<file path="src/rtl/garage_door_supervisor.sv">
// Supervisory controller for the garage door FSM. It arbitrates the wall and remote
// requests into single activate pulses, auto-closes an open door and latches faults.
module garage_door_supervisor #(
  parameter int CNT_W          = 16,
  parameter int ACK_CYC        = 4,
  parameter int MOVE_TIMEOUT   = 500,
  parameter int AUTO_CLOSE_CYC = 1000
) (
  input  logic       clk,
  input  logic       rst,
  input  logic       wall_btn,
  input  logic       remote_btn,
  input  logic       up_max,
  input  logic       dn_max,
  input  logic       obstruct,
  input  logic       up_m,
  input  logic       dn_m,
  output logic       activate,
  output logic       motor_en,
  output logic       last_src,
  output logic       fault,
  output logic [1:0] fault_code
);

  typedef enum logic [2:0] {
    SYNC, CLOSED, START_UP, OPENING, OPEN, START_DN, CLOSING, FAULT
  } state_e;

  typedef enum logic [1:0] {
    FC_NONE, FC_TIMEOUT, FC_OBSTRUCT, FC_LIMIT
  } fcode_e;

  typedef struct packed {
    logic req;
    logic src;  // 0 = wall, 1 = remote
  } grant_t;

  // Each limit is compared in the last cycle of its window, so the window is exactly N cycles long.
  localparam logic [CNT_W-1:0] ACK_LAST  = CNT_W'(ACK_CYC - 1);
  localparam logic [CNT_W-1:0] MOVE_LAST = CNT_W'(MOVE_TIMEOUT - 1);
  localparam logic [CNT_W-1:0] AUTO_LAST = CNT_W'(AUTO_CLOSE_CYC - 1);
  localparam logic [CNT_W-1:0] CNT_MAX   = '1;

  state_e           state_q, state_d;
  logic [CNT_W-1:0] cnt_q, cnt_d;
  logic             wall_q, wall_d;
  logic             remote_q, remote_d;
  logic             activate_q, activate_d;
  logic             motor_en_q, motor_en_d;
  logic             last_src_q, last_src_d;
  logic             fault_q, fault_d;
  fcode_e           fault_code_q, fault_code_d;

  logic   wall_rise, remote_rise;
  grant_t user_req;

  always_comb begin
    wall_rise    = wall_btn & ~wall_q;
    remote_rise  = remote_btn & ~remote_q;
    user_req.req = wall_rise | remote_rise;
    user_req.src = ~wall_rise;  // wall wins a same-cycle tie

    state_d      = state_q;
    fault_code_d = fault_code_q;
    last_src_d   = last_src_q;
    activate_d   = 1'b0;
    wall_d       = wall_btn;
    remote_d     = remote_btn;

    unique case (state_q)
      SYNC: begin
        if (dn_max && !up_max) begin
          state_d = CLOSED;
        end else if (up_max && !dn_max) begin
          state_d = OPEN;
        end else begin
          state_d      = FAULT;
          fault_code_d = FC_LIMIT;
        end
      end
      CLOSED: begin
        if (user_req.req) begin
          state_d    = START_UP;
          activate_d = 1'b1;
          last_src_d = user_req.src;
        end
      end
      START_UP: begin
        if (up_m) begin
          state_d = OPENING;
        end else if (cnt_q >= ACK_LAST) begin
          state_d      = FAULT;
          fault_code_d = FC_TIMEOUT;
        end
      end
      OPENING: begin
        if (up_max) begin
          state_d = OPEN;
        end else if (cnt_q >= MOVE_LAST) begin
          state_d      = FAULT;
          fault_code_d = FC_TIMEOUT;
        end
      end
      OPEN: begin
        // Closing onto an obstruction is refused outright; the request is not remembered.
        if (!obstruct) begin
          if (user_req.req) begin
            state_d    = START_DN;
            activate_d = 1'b1;
            last_src_d = user_req.src;
          end else if (cnt_q >= AUTO_LAST) begin
            state_d    = START_DN;
            activate_d = 1'b1;
          end
        end
      end
      START_DN: begin
        if (obstruct) begin
          state_d      = FAULT;
          fault_code_d = FC_OBSTRUCT;
        end else if (dn_m) begin
          state_d = CLOSING;
        end else if (cnt_q >= ACK_LAST) begin
          state_d      = FAULT;
          fault_code_d = FC_TIMEOUT;
        end
      end
      CLOSING: begin
        if (obstruct) begin
          state_d      = FAULT;
          fault_code_d = FC_OBSTRUCT;
        end else if (dn_max) begin
          state_d = CLOSED;
        end else if (cnt_q >= MOVE_LAST) begin
          state_d      = FAULT;
          fault_code_d = FC_TIMEOUT;
        end
      end
      FAULT: ;
      default: begin
        state_d      = FAULT;
        fault_code_d = FC_LIMIT;
      end
    endcase

    // Both limit switches closed is physically impossible and overrides everything else.
    if (state_q != FAULT && up_max && dn_max) begin
      state_d      = FAULT;
      fault_code_d = FC_LIMIT;
      activate_d   = 1'b0;
      last_src_d   = last_src_q;
    end

    if (state_d != state_q) begin
      cnt_d = '0;
    end else if (state_q == OPEN && obstruct) begin
      cnt_d = '0;
    end else if (cnt_q == CNT_MAX) begin
      cnt_d = cnt_q;
    end else begin
      cnt_d = cnt_q + CNT_W'(1);
    end

    motor_en_d = !(state_d inside {SYNC, FAULT});
    fault_d    = (state_d == FAULT);
  end

  always_ff @(posedge clk) begin
    if (rst) begin
      state_q      <= SYNC;
      cnt_q        <= '0;
      wall_q       <= 1'b0;
      remote_q     <= 1'b0;
      activate_q   <= 1'b0;
      motor_en_q   <= 1'b0;
      last_src_q   <= 1'b0;
      fault_q      <= 1'b0;
      fault_code_q <= FC_NONE;
    end else begin
      state_q      <= state_d;
      cnt_q        <= cnt_d;
      wall_q       <= wall_d;
      remote_q     <= remote_d;
      activate_q   <= activate_d;
      motor_en_q   <= motor_en_d;
      last_src_q   <= last_src_d;
      fault_q      <= fault_d;
      fault_code_q <= fault_code_d;
    end
  end

  assign activate   = activate_q;
  assign motor_en   = motor_en_q;
  assign last_src   = last_src_q;
  assign fault      = fault_q;
  assign fault_code = fault_code_q;

endmodule

</file>
<file path="config.mk">
export PLATFORM = sky130hd
export DESIGN_NAME = garage_door_supervisor
export DESIGN_NICKNAME = d
export VERILOG_FILES = /design/src/rtl/garage_door_supervisor.sv
export SDC_FILE = /design/constraint.sdc
export NUM_CORES = 1
export LEC_CHECK = 0
export ABC_AREA = 1
export BUFFER_PORTS_ARGS = -buffer_cell sky130_fd_sc_hd__buf_2
export CORE_MARGIN = 2
export CORE_UTILIZATION = 30
export DETAILED_ROUTE_END_ITERATION = 6
export GPL_ROUTABILITY_DRIVEN = 1
export HOLD_SLACK_MARGIN = 0.02
export PLACE_DENSITY = 0.48
export SLEW_MARGIN = 30
export SYNTH_ARGS = -nofsm -noshare
export SYNTH_HDL_FRONTEND = slang
export SYNTH_SLANG_ARGS = --single-unit
</file>
<file path="constraint.sdc">
create_clock -name clk -period 2 [get_ports clk]
set_clock_uncertainty 0.2 [all_clocks]
set_input_delay 0.2 -clock clk [delete_from_list [all_inputs] [get_ports clk]]
set_output_delay 0.2 -clock clk [all_outputs]
set_load 0.1 [all_outputs]
</file>
== Word-level counts from Yosys, hierarchy flattened ==
Cells that the tools add are included.

* Bits of input ports: 9
* Bits in registers: 27

* Order comparisons: 3
* Bitwise gates (word level): 7
* Muxes and demuxes: 36
* $add $sub $neg: 1
* Equality and inequality tests: 17
* Reduce and logical (&&, ||, !) cells: 17

{| class="wikitable"
|+ Operators by type and width
! operator !! number
|-
| two-way mux 3 bit || 14
|-
| two-way mux 2 bit || 12
|-
| one-hot mux 3 bit (7 select lines) || 1
|-
| adder 16 x 1 -> 16 bit, second input constant || 1
|-
| == test 16 bit, second input constant || 1
|-
| greater-or-equal comparator 16 x 10 -> 1 bit, second input constant || 1
|-
| greater-or-equal comparator 16 x 2 -> 1 bit, second input constant || 1
|-
| greater-or-equal comparator 16 x 9 -> 1 bit, second input constant || 1
|-
| != test 3 bit, second input constant || 5
|-
| == test 3 bit, second input constant || 4
|-
| one-hot mux 2 bit (5 select lines) || 1
|-
| != test 4 bit, second input constant || 2
|-
| AND reduction 7 bit || 1
|-
| == test 3 x 2 -> 1 bit, second input constant || 2
|-
| zero test 3 bit || 2
|-
| two-way mux 1 bit || 6
|-
| nonzero test 6 bit || 1
|-
| logical AND 1 bit || 5
|-
| NOT 1 bit || 4
|-
| one-hot mux 1 bit (2 select lines) || 2
|-
| nonzero test 2 bit || 2
|-
| == test 3 x 1 -> 1 bit, second input constant || 1
|-
| zero test 1 bit || 3
|-
| != test 3 bit || 1
|-
| 6 further kinds || 7
|}

== Logic depth before layout (Yosys ltp) ==
* Depth after elaboration: 10
* Gate-level depth with buffers: 14

== Worst setup path before layout ==
OpenSTA, ideal clock, no wires.

* Path kind: reg-to-reg
* Start point: register cnt_q[0]
* End point: register cnt_q[2]
* Library setup time: 119 ps
* Clock period less this slack: 1997 ps
* Data arrival time: 1679 ps
* Data required time: 1681 ps
* Cell stages (with the launch flop): 15
* Setup slack: 3 ps
* Cell sequence: dfxtp_1 -> ha_1 -> inv_1 -> nand2_1 -> nor2_1 -> nand2_1 -> nand2_1 -> nand3_1 -> nor2_1 -> nand3_1 -> nand2_1 -> nand2_1 -> nand2_4 -> buf_6 -> nor2_2

* Word-level cells in the longest chain between the ends: 8
* Elaborated cells between the ends (all ways): 20
* Classes of those cells: 1 x add/sub; 3 x order compare; 2 x eq/ne; 13 x mux; 1 x reduce/logical

{| class="wikitable"
|+ RTL lines
! element !! RTL line !! source
|-
| from (decl) || 45 || <nowiki>logic [CNT_W-1:0] cnt_q, cnt_d;</nowiki>
|-
| from (signal assigned) || 181 || <nowiki>cnt_q <= cnt_d;</nowiki>
|-
| greater-or-equal comparator 16 x 9 -> 1 bit (tied with other cells) || 99, 134 ||
|-
| two-way mux 3 bit (on tied branches) || - ||
|-
| two-way mux 3 bit (on tied branches) || 132, 107, 121 ||
|-
| two-way mux 3 bit (on tied branches) || 129, 106, 118 ||
|-
| one-hot mux 3 bit (7 select lines) || 70 || <nowiki>unique case (state_q)</nowiki>
|-
| two-way mux 3 bit || 147 || <nowiki>if (state_q != FAULT && up_max && dn_max) begin</nowiki>
|-
| != test 3 bit || 154 || <nowiki>if (state_d != state_q) begin</nowiki>
|-
| OR reduction 3 bit (no line) || - ||
|}

Parallel ways exist; a longest one is shown, timed or not.
A chain may end at the register's enable or synchronous reset.

== Worst setup path after layout ==
* Start point: register state_q[1]
* End point: register cnt_q[1]

* Word-level cells in the longest chain between the ends: 7
* Elaborated cells between the ends (all ways): 27
* Classes of those cells: 8 x eq/ne; 14 x mux; 5 x reduce/logical

{| class="wikitable"
|+ RTL lines
! element !! RTL line !! source
|-
| from (decl) || 44 || <nowiki>state_e state_q, state_d;</nowiki>
|-
| from (signal assigned) || 180 || <nowiki>state_q <= state_d;</nowiki>
|-
| two-way mux 3 bit (on tied branches) || - ||
|-
| two-way mux 3 bit (on tied branches) || 132, 107, 121 ||
|-
| two-way mux 3 bit (on tied branches) || 129, 106, 118 ||
|-
| one-hot mux 3 bit (7 select lines) || 70 ||
|-
| two-way mux 3 bit || 147 ||
|-
| != test 3 bit || 154 ||
|-
| OR reduction 3 bit (no line) (*) || - ||
|}

Mark *: on every way between the ends. The rest lies on a longest branch, timed or not.

==> impl_metrics.ini <==
[detailed_routing]
via_per_inst = 4.79
first_pass_iters = 4
drt-initial-drc-count = 119
wl_um = 5220
wl_per_cell_um = 12.3
drc_errors = 0
ant_nets = 0
via_count = 2030

[critical_path]
setup.worst_path.class = flop to flop
cp_num_buf_inv = 2
crit_slowest_cell = dfxtp_4
arrival_ps = 2030
max_stage_delay_ps = 380
r2r_cells = 13
crit_path_end_kind = flop
crit_chain = buf_6 > nand2_4 > nor2_4 > nor2_1 > nand3_1 > nor2_2 > nand3_2 > nand2_2 > nand2_2 > nor2_4 > buf_12 > nand2_8 > nor2_2
crit_path_start_kind = flop
required_ps = 2020
crit_fanout = 8
critical_path_depth = 13
critical_path.top_delay_family = simple AND/OR/NAND/NOR gates

[sta]
rsz0062_at_grt = yes
fin_crit_sh_pct = 100
maxSlewHeadroom_pct = 67.7
fmax_mhz = 498
worst_slew_pin_slew_ps = 488
hold_viol_final = 0
fin_crit_ps = 2010
maxSlewViolCount = 0
setup_slack_ps = -6.65
tns_ps = -10.6
final-setup-viol-count = 2

[cts]
cts.sinks = 27
clockRootBuffer = clkbuf_8
numCtsBuffers = 3
cts.clk_slew.worst_paths_ps = 100
cts_buffer_depth = 2
cts_tree = done
ctsHtreeMaxLevel = 1
clkLatencyLatePin_ps = 280

[yosys]
ys_warn_count = 0
yosysTopAreaCellShare_pct = 29.8
ys_types = 33
netlist.top_cell.by_area = dfxtp_1
synth_area_leaders = dfxtp_1, nand2_1, nor2_1
yosys_register_bits = 27
synth_area_um2 = 1810
yosysSeqAreaShare_pct = 29.8
syn_avg_cell_area_um2 = 6.52
netlist_instances = 278
synth_nets = 292

[die]
num_rows = 28
die_y_um = 81.7
die-area_um2 = 6680
start_util_pct = 30.8
die_x_um = 81.7
coreArea_um2 = 5890
ios = 15

[final_layout]
layout_common_cells = buf_4, nand2_1, nor2_1
drive_above_1_share_pct = 39.0
utilization_pct = 45.1
diodes = 0
fin_nets = 364
fin_cells = 424
area_growth_syn_to_layout_pct = 46.5
final_common_cell = buf_4

[outcome]
status = finished with violations
violations = negative setup slack

[pwr]
power_density_nw_per_um2 = 789
p_leak_nw = 1.20
total_power_mw = 2.09
irDropWorstVdd_v = 0.000598

[global_route]
grt_pass1_vias = 1827
overflow = 0
grt_max_degree = 15
antenna_found_initial = 0
grt_usage_pct = 16.5
grt_first_pass_wirelength_um = 8490

[hold_path]
holdCritPathClass = input pin to flop
whs_path_depth = 4

[flow_run]
cap_violations = 0

[placed_design]
hpwl_um = 3790
placed_cells = 405
place.gp.congestion = 0.856
io_buffers = 14
## metrics by stage
stage,instance area [µm²],setup slack [ps],hold slack (ps)
floorplan,1810,2.64,107
global placement,2260,-59.8,219
detailed placement,2260,-87.2,225
global route,2660,-64.4,193
finish,2660,-6.65,184
CTS,2430,1.28,148
## area by class of cell
class                   count  area [µm²]
fillers                   634        3230
multi-input cells         217        1320
flip-flops and latches     27         557
repair buffers             69         509
inverters                  32         130
well taps                  75        93.8
clock buffers               4        45.0
## worst min-delay path: cells and delay by family
family          cells  cell delay [ps]
buf+inv             2              220
compound gates      1               60
simple gates        1              140
## kinds of logic (layout without fill, tap and decap cells)
| kind of cell | Yosys count | after routing | share of synthesized area [%] |
|---|---|---|---|
| AO/OA/AOI/OAI | 31 | 31 | 9.59 |
| XOR/XNOR | 10 | 10 | 4.83 |
| adder cells (fa/ha/maj) | 5 | 5 | 3.45 |
| buffers and inverters | 35 | 105 | 7.87 |
| flip-flops | 27 | 27 | 29.8 |
| multiplexers | 1 | 1 | 0.552 |
| AND/OR/NAND/NOR | 169 | 170 | 43.9 |
## cells in the mapped netlist (all sizes together)
cell    number
xor2         4
mux2i        1
xnor2        6
o211ai       3
dfxtp       27
nand3b       2
ha           5
buf          2
a311oi       1
nand2       59
clkbuf       1
and3         1
o22ai        1
inv         32
nor2        65
a31oi        1
a21oi       13
o21ai       10
nor3         5
o21bai       1
nand3       29
o21a         1
nand4        7
nor4         1
## registers in the layout, indices dropped and copies added (netlist names)
signal	flops
fault_code	2
state_q	3
remote_q	1
last_src	1
activate	1
fault	1
cnt_q	16
motor_en	1
wall_q	1
## report_power, final
| part | total, mW | internal [mW] | switching (mW) |
|---|---|---|---|
| clock network | 0.332 | 0.143 | 0.189 |
| logic | 1.10 | 0.382 | 0.722 |
| registers | 0.659 | 0.602 | 0.0563 |
| total | 2.09 | 1.13 | 0.967 |
## layer usage
layer / vias up / part of all wire (%) / global-route usage, %
met5: - / 0 / 0
met4: 0 / 1.4 / 5.50
met3: 8 / 2.9 / 1.98
met2: 32 / 46 / 26.2
met1: 938 / 50 / 23.0
li1: 1052 / - / -
## what timing repair did
action,4_1_cts,5_1_grt
hold buffers,4,0
gates cloned,1,0
pin swaps,4,19
resized for setup,16,47
endpoints found under the hold margin,5,0
endpoints found under the setup margin,16,20
buffers inserted,3,8
## worst paths after layout
path	from	endpoint	slack (ps)
max	state_q[1]	cnt_q[1]	-7
min	up_m	state_q[2]	180
max reg2reg	state_q[1]	cnt_q[1]	-7
min reg2reg	fault_code[1]	fault_code[1]	270
Note: power is estimated with default switching activity, not from simulation.
